File: src/rtl/fp_itof_pipe.sv
// fp_itof_pipe: three-stage integer-to-FP32 converter with a valid/ready
// handshake. The stages are sign/magnitude, normalise, and round/pack.
// The whole pipeline advances together. Bubbles are kept, not squeezed out.
module fp_itof_pipe #(
    parameter int INT_WIDTH = 32,
    parameter int TAG_WIDTH = 4
) (
    input  logic                 clk,
    input  logic                 rst_n,
    input  logic                 in_valid,
    output logic                 in_ready,
    input  logic [INT_WIDTH-1:0] in_int,
    input  logic                 in_signed,
    input  logic [2:0]           in_rm,
    input  logic [TAG_WIDTH-1:0] in_tag,
    output logic                 out_valid,
    input  logic                 out_ready,
    output logic [31:0]          out_float,
    output logic                 out_nx,
    output logic [TAG_WIDTH-1:0] out_tag
);

    if (INT_WIDTH < 8 || INT_WIDTH > 64) begin : g_bad_width
        $fatal(1, "fp_itof_pipe: INT_WIDTH must be within 8..64");
    end

    localparam int PW = $clog2(INT_WIDTH);
    // The fraction field sits above 24 zero bits, so guard and sticky always exist.
    localparam int FW = INT_WIDTH - 1 + 24;
    localparam logic [PW-1:0]        MSB_IDX = PW'(INT_WIDTH - 1);
    localparam logic [INT_WIDTH-1:0] ONE     = INT_WIDTH'(1);

    // Returns the index of the highest set bit. The result is 0 for a zero operand.
    function automatic logic [PW-1:0] msb_pos(input logic [INT_WIDTH-1:0] v);
        logic [PW-1:0] p;
        p = '0;
        for (int i = 0; i < INT_WIDTH; i++) begin
            if (v[i]) p = PW'(i);
            else      p = p;
        end
        return p;
    endfunction

    logic                 advance_s;

    // stage 1 registers
    logic                 v1_q;
    logic                 sign1_q, sign1_d;
    logic [INT_WIDTH-1:0] mag1_q, mag1_d;
    logic [2:0]           rm1_q;
    logic [TAG_WIDTH-1:0] tag1_q;

    // stage 2 registers (the fraction field drops the leading 1)
    logic                 v2_q;
    logic                 zero2_q, zero2_d;
    logic [PW-1:0]        pos2_q, pos2_d;
    logic [INT_WIDTH-2:0] frac2_q, frac2_d;
    logic                 sign2_q;
    logic [2:0]           rm2_q;
    logic [TAG_WIDTH-1:0] tag2_q;

    // stage 3 / output registers
    logic                 v3_q;
    logic [31:0]          float3_q, float3_d;
    logic                 nx3_q, nx3_d;
    logic [TAG_WIDTH-1:0] tag3_q;

    // stage 2 and stage 3 combinational intermediates
    logic [PW-1:0]        lz_s;
    logic [INT_WIDTH-1:0] norm_s;
    logic [FW-1:0]        ext_s;
    logic [22:0]          mant_s, mant_rnd_s;
    logic                 g_s, st_s, inc_s, carry_s;
    logic [7:0]           exp_s;

    assign advance_s = ~v3_q | out_ready;
    assign in_ready  = advance_s;
    assign out_valid = v3_q;
    assign out_float = float3_q;
    assign out_nx    = nx3_q;
    assign out_tag   = tag3_q;

    // Stage 1: split the operand into sign and unsigned magnitude.
    always_comb begin
        sign1_d = in_signed & in_int[INT_WIDTH-1];
        if (sign1_d) mag1_d = (~in_int) + ONE;
        else         mag1_d = in_int;
    end

    // Stage 2: find the leading one and shift it up to the MSB.
    always_comb begin
        pos2_d  = msb_pos(mag1_q);
        lz_s    = MSB_IDX - pos2_d;
        norm_s  = mag1_q << lz_s;
        // After normalisation, only a zero magnitude has a clear MSB.
        zero2_d = ~norm_s[INT_WIDTH-1];
        frac2_d = norm_s[INT_WIDTH-2:0];
    end

    // Stage 3: round the 24-bit significand and pack the FP32 word.
    always_comb begin
        ext_s  = {frac2_q, 24'd0};
        mant_s = ext_s[FW-1 -: 23];
        g_s    = ext_s[FW-24];
        st_s   = |ext_s[FW-25:0];
        case (rm2_q)
            3'd1:    inc_s = 1'b0;                      // RTZ
            3'd2:    inc_s = sign2_q & (g_s | st_s);    // RDN
            3'd3:    inc_s = ~sign2_q & (g_s | st_s);   // RUP
            3'd4:    inc_s = g_s;                       // RMM
            default: inc_s = g_s & (st_s | mant_s[0]);  // RNE, including codes 5..7
        endcase
        // A carry out of an all-ones fraction wraps the fraction to 1.0.
        // In that case the exponent is bumped instead.
        carry_s    = inc_s & (&mant_s);
        mant_rnd_s = mant_s + {22'd0, inc_s};
        exp_s      = 8'(pos2_q) + 8'd127 + {7'd0, carry_s};
        if (zero2_q) begin
            float3_d = 32'd0;
            nx3_d    = 1'b0;
        end else begin
            float3_d = {sign2_q, exp_s, mant_rnd_s};
            nx3_d    = g_s | st_s;
        end
    end

    // Pipeline registers: every stage moves together on advance, otherwise all hold.
    always_ff @(posedge clk or negedge rst_n) begin
        if (!rst_n) begin
            v1_q     <= 1'b0;
            sign1_q  <= 1'b0;
            mag1_q   <= '0;
            rm1_q    <= 3'd0;
            tag1_q   <= '0;
            v2_q     <= 1'b0;
            zero2_q  <= 1'b0;
            pos2_q   <= '0;
            frac2_q  <= '0;
            sign2_q  <= 1'b0;
            rm2_q    <= 3'd0;
            tag2_q   <= '0;
            v3_q     <= 1'b0;
            float3_q <= 32'd0;
            nx3_q    <= 1'b0;
            tag3_q   <= '0;
        end else if (advance_s) begin
            v1_q     <= in_valid;
            sign1_q  <= sign1_d;
            mag1_q   <= mag1_d;
            rm1_q    <= in_rm;
            tag1_q   <= in_tag;
            v2_q     <= v1_q;
            zero2_q  <= zero2_d;
            pos2_q   <= pos2_d;
            frac2_q  <= frac2_d;
            sign2_q  <= sign1_q;
            rm2_q    <= rm1_q;
            tag2_q   <= tag1_q;
            v3_q     <= v2_q;
            float3_q <= float3_d;
            nx3_q    <= nx3_d;
            tag3_q   <= tag2_q;
        end else begin
            v1_q     <= v1_q;
            v2_q     <= v2_q;
            v3_q     <= v3_q;
        end
    end

endmodule

File: config.mk
export PLATFORM = sky130hd
export DESIGN_NAME = fp_itof_pipe
export DESIGN_NICKNAME = d
export VERILOG_FILES = /design/src/rtl/fp_itof_pipe.sv
export SDC_FILE = /design/constraint.sdc
export NUM_CORES = 1
export LEC_CHECK = 0
export CORE_AREA = 2 2 142 144
export CTS_CLUSTER_SIZE = 20
export DETAILED_ROUTE_END_ITERATION = 7
export DIE_AREA = 0 0 144 146
export PLACE_DENSITY = 0.69
export SLEW_MARGIN = 10
export SYNTH_ARGS = -nofsm -noshare
export SYNTH_HDL_FRONTEND = slang
export SYNTH_SLANG_ARGS = --single-unit
File: constraint.sdc
create_clock -name clk -period 3.4 [get_ports clk]
set_input_delay 0.51 -clock clk [delete_from_list [all_inputs] [get_ports clk]]
set_output_delay 0.51 -clock clk [all_outputs]
set_load 0.02 [all_outputs]
### Word level (Yosys, flattened, before mapping)

Cells that the tools add are included.

* register bits: 125
* bits of input ports: 44
* output and inout bits: 39
* logic and storage cells: 75

* add/subtract/negate cells: 5
* equality and inequality tests: 4
* shift-type cells: 1
* muxes and demuxes: 35
* bitwise operators: 12
* reductions and logical operators: 2

Operators with widths (number)
* 5-bit two-way mux: 30
* 32-bit two-way mux: 2
* 32-bit by 1-bit adder with 32-bit output (second input constant): 1
* 32-bit inverter: 1
* 32-bit by 5-bit << shifter with 32-bit output: 1
* 23-bit by 1-bit adder with 23-bit output: 1
* 23-bit AND reduction: 1
* 5-bit by 7-bit adder with 8-bit output (second input constant): 1
* 8-bit by 1-bit adder with 8-bit output: 1
* 7-bit OR reduction: 1
* 3-bit by 2-bit equality test with 1-bit output (second input constant): 2
* 1-bit bitwise AND: 5
* 5-bit subtractor (first input constant): 1
* 1-bit one-hot mux with 4 select lines: 1
* 3-bit by 1-bit equality test with 1-bit output (second input constant): 1
* 3-bit equality test (second input constant): 1
* 1-bit inverter: 3
* 1-bit OR: 3
* 1-bit two-way mux: 2

### Logic depth before layout (Yosys ltp)

Gate-level depths: netlist of run 1.

* word-level depth: 34
* gate-level depth with buffers: 12
* gate-level depth less buffers: 12

### Worst setup path after synthesis of run 1

Ideal clock, no wire load.

* path kind: flip-flop to flip-flop
* start: register mag1_q[11]
* end: register frac2_q[26]
* setup time: 0.134 ns
* arrival time: 2.511 ns
* data required time: 3.266 ns
* setup slack: 0.755 ns
* stages on the path, launching flop included: 10
* path buffers: 2
* clock period less this slack: 2.645 ns
* cell sequence: dfrtp_1 > clkbuf_1 > o41a_2 > o21ai_4 > buf_6 > mux2i_1 > mux2i_1 > mux2_2 > a222oi_1 > o21ai_1

* word-level cells in the longest chain between the ends: 23

Ends and longest elaborated chain
* start, declared: line 49 `logic [INT_WIDTH-1:0] mag1_q, mag1_d;`
* start signal, assigned: line 149 `mag1_q <= mag1_d;`
* 5-bit two-way mux (21 in a row): line 38 `if (v[i]) p = PW'(i);`
* 5-bit subtractor: line 93 `lz_s = MSB_IDX - pos2_d;`
* 32-bit by 5-bit << shifter with 32-bit output (*): line 94 `norm_s = mag1_q << lz_s;`
* end signal, assigned: line 155 `frac2_q <= frac2_d;`
* end, declared: line 57 `logic [INT_WIDTH-2:0] frac2_q, frac2_d;`

Every way passes the cells marked *; elsewhere a longest branch is shown, timed or not.
A chain may end at the register's enable or synchronous reset.

### Worst setup path after layout of run 1

* start: register mag1_q[14]
* end: register frac2_q[29]

* word-level cells in the longest chain between the ends: 20

Ends and longest elaborated chain (line)
* 5-bit two-way mux (18 in a row): 38
* 5-bit subtractor: 93
* 32-bit by 5-bit << shifter with 32-bit output (*): 94

Marked as above.

==> results of run 1 <==
[metal layers]
metal  routed length, microns  track usage [%]  up-vias
li1                         -                -     3214
met1                     9194            27.12     3017
met2                     8395            27.52      193
met3                      848            3.587       29
met4                      432            7.402        0
met5                        0                0        -
[layout by cell type, fill, tap and decap left out, types with 4 or more instances in the layout]
cell type,instances
nand4_1,11
nand2_1,183
and3_1,5
clkbuf_16,17
a221oi_1,10
o22ai_1,7
clkinv_2,6
a22o_1,12
ha_1,5
o21ai_1,4
or4_1,4
inv_1,14
xor2_1,28
clkdlybuf4s50_1,81
nor4_1,13
nand3b_1,5
and2_1,4
nand2b_1,6
a21oi_1,23
nor3_1,15
or3_1,4
mux2i_1,52
buf_4,30
nor2_1,75
nand3_1,14
a31oi_1,5
o21ai_0,79
o31ai_1,11
a22oi_1,10
dfrtp_1,125
xnor2_1,26
mux2_2,5
[registers in the layout, indices dropped and copies added, names as in the netlist]
register,flops
tag1_q,4
out_tag,4
v1_q,1
out_float,32
sign1_q,1
pos2_q,5
rm2_q,3
out_valid,1
zero2_q,1
out_nx,1
v2_q,1
frac2_q,31
sign2_q,1
mag1_q,32
rm1_q,3
tag2_q,4
[where the power goes]
group,internal (mW),total (mW),switching (mW)
clock network,0.987,1.65,0.660
registers,2.06,2.63,0.571
logic,1.53,3.51,1.98
total,4.58,7.79,3.21
[logic make-up (layout without fill, tap and decap cells)]
logic type               after synthesis  in the layout  synth area share, %
AND/OR/NAND/NOR                      349            349                20.63
AO/OA/AOI/OAI                        199            199                18.13
flip-flops                           125            125                42.09
buffers and inverters                 62            158                3.687
multiplexers                          59             59                8.250
XOR/XNOR                              54             54                6.365
adder cells (fa/ha/maj)                5              5               0.8419
[synth_stat cells (5+ instances only)]
master,count,area share (%)
a22o_1,12,1.4
nand3b_1,5,0.51
nand2_1,183,9.2
nand4_1,11,0.93
nand3_1,14,0.94
a221oi_1,10,1.2
xnor2_1,26,3.1
a31oi_1,5,0.42
a21oi_1,23,1.5
o21ai_0,79,5.3
mux2i_1,52,7.0
buf_2,9,0.61
clkbuf_1,29,1.5
o31ai_1,11,1.1
dfrtp_1,125,42
xor2_1,28,3.3
and3_1,5,0.42
inv_1,14,0.71
nor4_1,13,1.1
nand2b_1,6,0.51
nor3_1,15,1.0
nor2_1,75,3.8
mux2_2,5,0.76
o22ai_1,7,0.59
ha_1,5,0.84
a22oi_1,10,1.0
[stage by stage]
step / instance area [sq um] / util (%)
finish: 9164 / 47.40
global route: 9164 / 47.40
CTS: 9164 / 47.40
detailed placement: 8635 / 44.66
global placement: 8635 / 44.66
floorplan: 7431 / -
[worst max-delay path by stage]
stage	end	startpoint	slack, ns	cells after the start
after floorplan	frac2_q[26]	mag1_q[11]	0.76	9
after global placement	frac2_q[21]	mag1_q[5]	0.30	9
after detailed placement	frac2_q[29]	mag1_q[14]	0.28	10
after CTS	frac2_q[29]	mag1_q[14]	0.27	10
after global routing	frac2_q[21]	mag1_q[27]	0.02	9
final	frac2_q[29]	mag1_q[14]	0.21	10
[layout make-up]
cell class	instances	area, sq um
clock buffers	18	429.2
repair buffers	113	1076
fillers	1915	10170
multi-input cells	666	4043
clock inverters	12	100.1
well taps	265	331.6
inverters	15	56.30
flip-flops and latches	125	3128
[worst max-delay path, cell delays in order, from the launching register on]
cell and delay [ns]:
dfrtp_1 0.45, or3_1 0.37, a221oi_1 0.22, o41a_2 0.24
o21a_2 0.30, buf_4 0.20, mux2i_1 0.24, mux2i_1 0.17
mux2_2 0.32, a211oi_1 0.39, o22ai_1 0.14
==> qor.yml, run 1 <==
status: "complete, no violations"
syn-cell-area_sq_mm: 0.007431
required_ns: 3.68
ir_drop_v: 0.0003386
cts_tree: "built"
rr_worst_depth: 10
ys_seq_elements: 125
grt_max_degree: 83
worstPathMaxFanout: 10
start_util_pct: 38.43
avgSynthCellArea_sq_um: 8.711
final_antenna_net_count: 0
totalNegativeSetupSlack_ns: 0
syn_inst: 853
p_leak_nw: 3.847
cap_violations: 0
finalClockSkew_ns: 0.02569
grt_pass1_wl_mm: 31.37
syn_nets: 902
synthToLayoutAreaGrowth_pct: 23.32
ys_types: 67
worstReg2RegEnd: "frac2_q[29]"
r2r_start: "mag1_q[14]"
finalHoldViolCount: 0
min_period_ns: 3.188
postRouteWirelength_mm: 18.87
grt_overflow_total: 0
holdCritPathClass: "input pin to asynchronous set/reset pin"
final_cells: 1214
die_w_microns: 144
postCtsSetupRepairBufs: 0
max_freq_mhz: 313.7
relSlewSlack_pct: 50.58
final.setup.worst_slack_ns: 0.2119
cts.path.max_buffers: 2
diodes: 0
cts_root_buf: "clkbuf_16"
arrival_ns: 3.47
clk_latency_ns: 0.43
total_power_mw: 7.791
holdWs_ns: 0.07502
r2r_slack_ns: 0.21
synth_ff_type: "dfrtp_1"
hpwlAfterDp_mm: 14.17
drcViolationCount: 0
hold_buffers: 0
setup_viol: 0
track_usage_pct: 18.74
ys_seq_area_share_pct: 42.09
cts_resized: 0
synth-edff-count: 0
finalNetCount: 987
gp_congestion: 0.9406
die_h_microns: 146
maxSlewViolCount: 0
tightest_slew_ns: 0.7413
rsz0062_at_grt: "no"
ioPinCount: 83
core_sq_mm: 0.01933
wl_per_cell_microns: 15.54
dr.first_iter.drc_count: 396
num_vias: 6453
period_share_pct: 93.77
synthArstFlopShare_pct: 100.0
drive_gt1_share_pct: 8.641
dp_cells: 1184
cp-end-kind: "flop"
numPortBuffers: 82
critPathLaunchType: "flop"
via_per_inst: 5.315
cts.clk_slew.worst_paths_ns: 0.06
yosysWarnings: 0
antenna_found_initial: 0
cts-htree-levels: 4
first_pass_iters: 5
cts-buffers-inserted: 17
pre_cts_ws_ns: 0.2760
powerDensity_mw_per_mm2: 850.1
dieArea_sq_mm: 0.02102
cts_sinks: 125
critPathKind: "flop to flop"
rows: 51
grt_pass1_vias: 5908
No activity file was read; power rests on OpenSTA's default activity.
==> run 2, diff against run 1 <==
==> constraint.sdc (replaced) <==
create_clock -name clk -period 3.4 [get_ports clk]
set_input_delay 0.68 -clock clk [delete_from_list [all_inputs] [get_ports clk]]
set_output_delay 0.68 -clock clk [all_outputs]
set_load 0.02 [all_outputs]
==> run 2 against run 1 <==
Final area rose by 1.1%; register-to-register slack improved by 0.11 ns; clock skew fell by 0.018 ns; hold slack improved by 0.17 ns; critical path type unchanged; setup slack improved by 0.11 ns; sequential share of layout area fell by 0.37 points; critical endpoint is now frac2_q[26]; clock-buffer cell count rose by 5; critical path depth fell by 1.
==> qor.yml, run 2 (synthesized netlist as in run 1, its figures left out) <==
final.setup.worst_slack_ns: 0.3227
diodes: 0
synthToLayoutAreaGrowth_pct: 24.68
p_sw_mw: 3.228
rsz0062_at_grt: "no"
cts_resized: 0
maxSlewViolCount: 0
p_leak_nw: 3.896
dieArea_sq_mm: 0.02102
min_period_ns: 3.077
rr_worst_depth: 9
arrival_ns: 3.37
cts.path.max_buffers: 2
critPathTopFamily: "compound AO/OA/AOI/OAI gates"
final_cell_mix: "183 x nand2_1, 125 x dfrtp_1, 81 x clkdlybuf4s50_1"
worstPathMaxFanout: 18
die_w_microns: 144
postRouteWirelength_mm: 19.19
numPortBuffers: 82
num_vias: 6392
powerDensity_mw_per_mm2: 862.7
hold_buffers: 0
ioPinCount: 83
die_h_microns: 146
crit_path_cell_trace: "nor3_1 -> and2_2 -> o211ai_1 -> o21ai_4 -> mux2i_1 -> mux2i_1 -> mux2_2 -> a222oi_1 -> o21ai_1"
finalClockSkew_ns: 0.008032
cts_sinks: 125
power_frac_comb_pct: 44.5
rows: 51
crit_top_cell: "mux2i_1"
antenna_found_initial: 0
tightest_slew_ns: 0.7028
clockPowerShare_pct: 22.5
holdWs_ns: 0.2434
postCtsSetupRepairBufs: 0
utilization_pct: 47.92
start_util_pct: 38.43
internal_power_mw: 4.765
grt_pass1_wl_mm: 31.94
critPathKind: "flop to flop"
totalNegativeSetupSlack_ns: 0
hpwlAfterDp_mm: 13.99
track_usage_pct: 19.10
finalHoldViolCount: 0
cts_tree: "built"
gp_congestion: 0.9628
dp_cells: 1188
drive_gt1_share_pct: 9.005
holdCritPathClass: "input pin to asynchronous set/reset pin"
final_cells: 1220
r2r_start: "mag1_q[29]"
grt_overflow_total: 0
pwr-share-seq_pct: 32.9
setup_viol: 0
grt_pass1_vias: 6126
first_pass_iters: 5
dr.first_iter.drc_count: 444
grt_max_degree: 140
critPathMaxStageDelay_ns: 0.51
required_ns: 3.69
status: "complete, no violations"
cap_violations: 0
pre_cts_ws_ns: 0.2982
final_common_cell: "nand2_1"
cts.clk_slew.worst_paths_ns: 0.06
cts_root_buf: "clkbuf_16"
worstReg2RegEnd: "frac2_q[26]"
wl_per_cell_microns: 15.73
cts-buffers-inserted: 17
ir_drop_v: 0.0003350
relSlewSlack_pct: 53.15
final_antenna_net_count: 0
cp-end-kind: "flop"
switching_share_pct: 40.39
finalNetCount: 991
cts-htree-levels: 4
r2r_slack_ns: 0.32
max_freq_mhz: 325.0
core_sq_mm: 0.01933
period_share_pct: 90.51
drcViolationCount: 0
worst-path-buf-inv: 0
clk_latency_ns: 0.42
critPathSlowestCell: "o21ai_4"
critPathLaunchType: "flop"
via_per_inst: 5.239
[run 2: cell type report]
cell class | instances | area, sq um
clock buffers | 23 | 478.0
clock inverters | 9 | 110.1
fillers | 1869 | 10070
inverters | 15 | 56.30
multi-input cells | 666 | 4043
flip-flops and latches | 125 | 3128
well taps | 265 | 331.6
repair buffers | 117 | 1119
[run 2: metrics by stage]
| step | power [mW] | area, sq um |
|---|---|---|
| 5_1_grt | 8.526 | 9265 |
| 3_3_place_gp | 6.147 | 8677 |
| 4_1_cts | 8.015 | 9265 |
| 2_1_floorplan | 4.855 | 7431 |
| 6_report | 7.993 | 9265 |
| 3_5_place_dp | 6.188 | 8677 |
[run 2: layer usage]
metal	share of wire (%)	GRT usage (%)	wire (microns)
met2	45	29.60	8694
met5	0	0	0
met1	48	26.95	9212
met4	2.0	6.471	379
met3	4.7	3.323	906
[run 2: power by group through the flow]
stage	Combinational, mW	Sequential (mW)	Clock, mW
2_1_floorplan	2.13	2.72	0
3_3_place_gp	3.52	2.63	0
3_5_place_dp	3.53	2.65	0
4_1_cts	3.55	2.63	1.83
5_1_grt	3.90	2.73	1.90
6_report	3.56	2.63	1.80
[run 2: worst max-delay path by stage]
stage / startpoint / to / slack [ns] / depth (start not counted)
finish: mag1_q[29] / frac2_q[26] / 0.32 / 9
global route: mag1_q[29] / frac2_q[19] / 0.01 / 10
CTS: mag1_q[29] / frac2_q[26] / 0.33 / 9
detailed placement: in_int[12] / mag1_q[28] / 0.30 / 10
global placement: in_int[12] / mag1_q[29] / 0.29 / 9
floorplan: mag1_q[11] / frac2_q[26] / 0.76 / 9
==> run 3, diff against run 2 <==
Settings changed: SKIP_CTS_REPAIR_TIMING set to 1.
==> results of run 3 <==
Same layout as run 2: the final DEF is identical, and so are final timing and power.
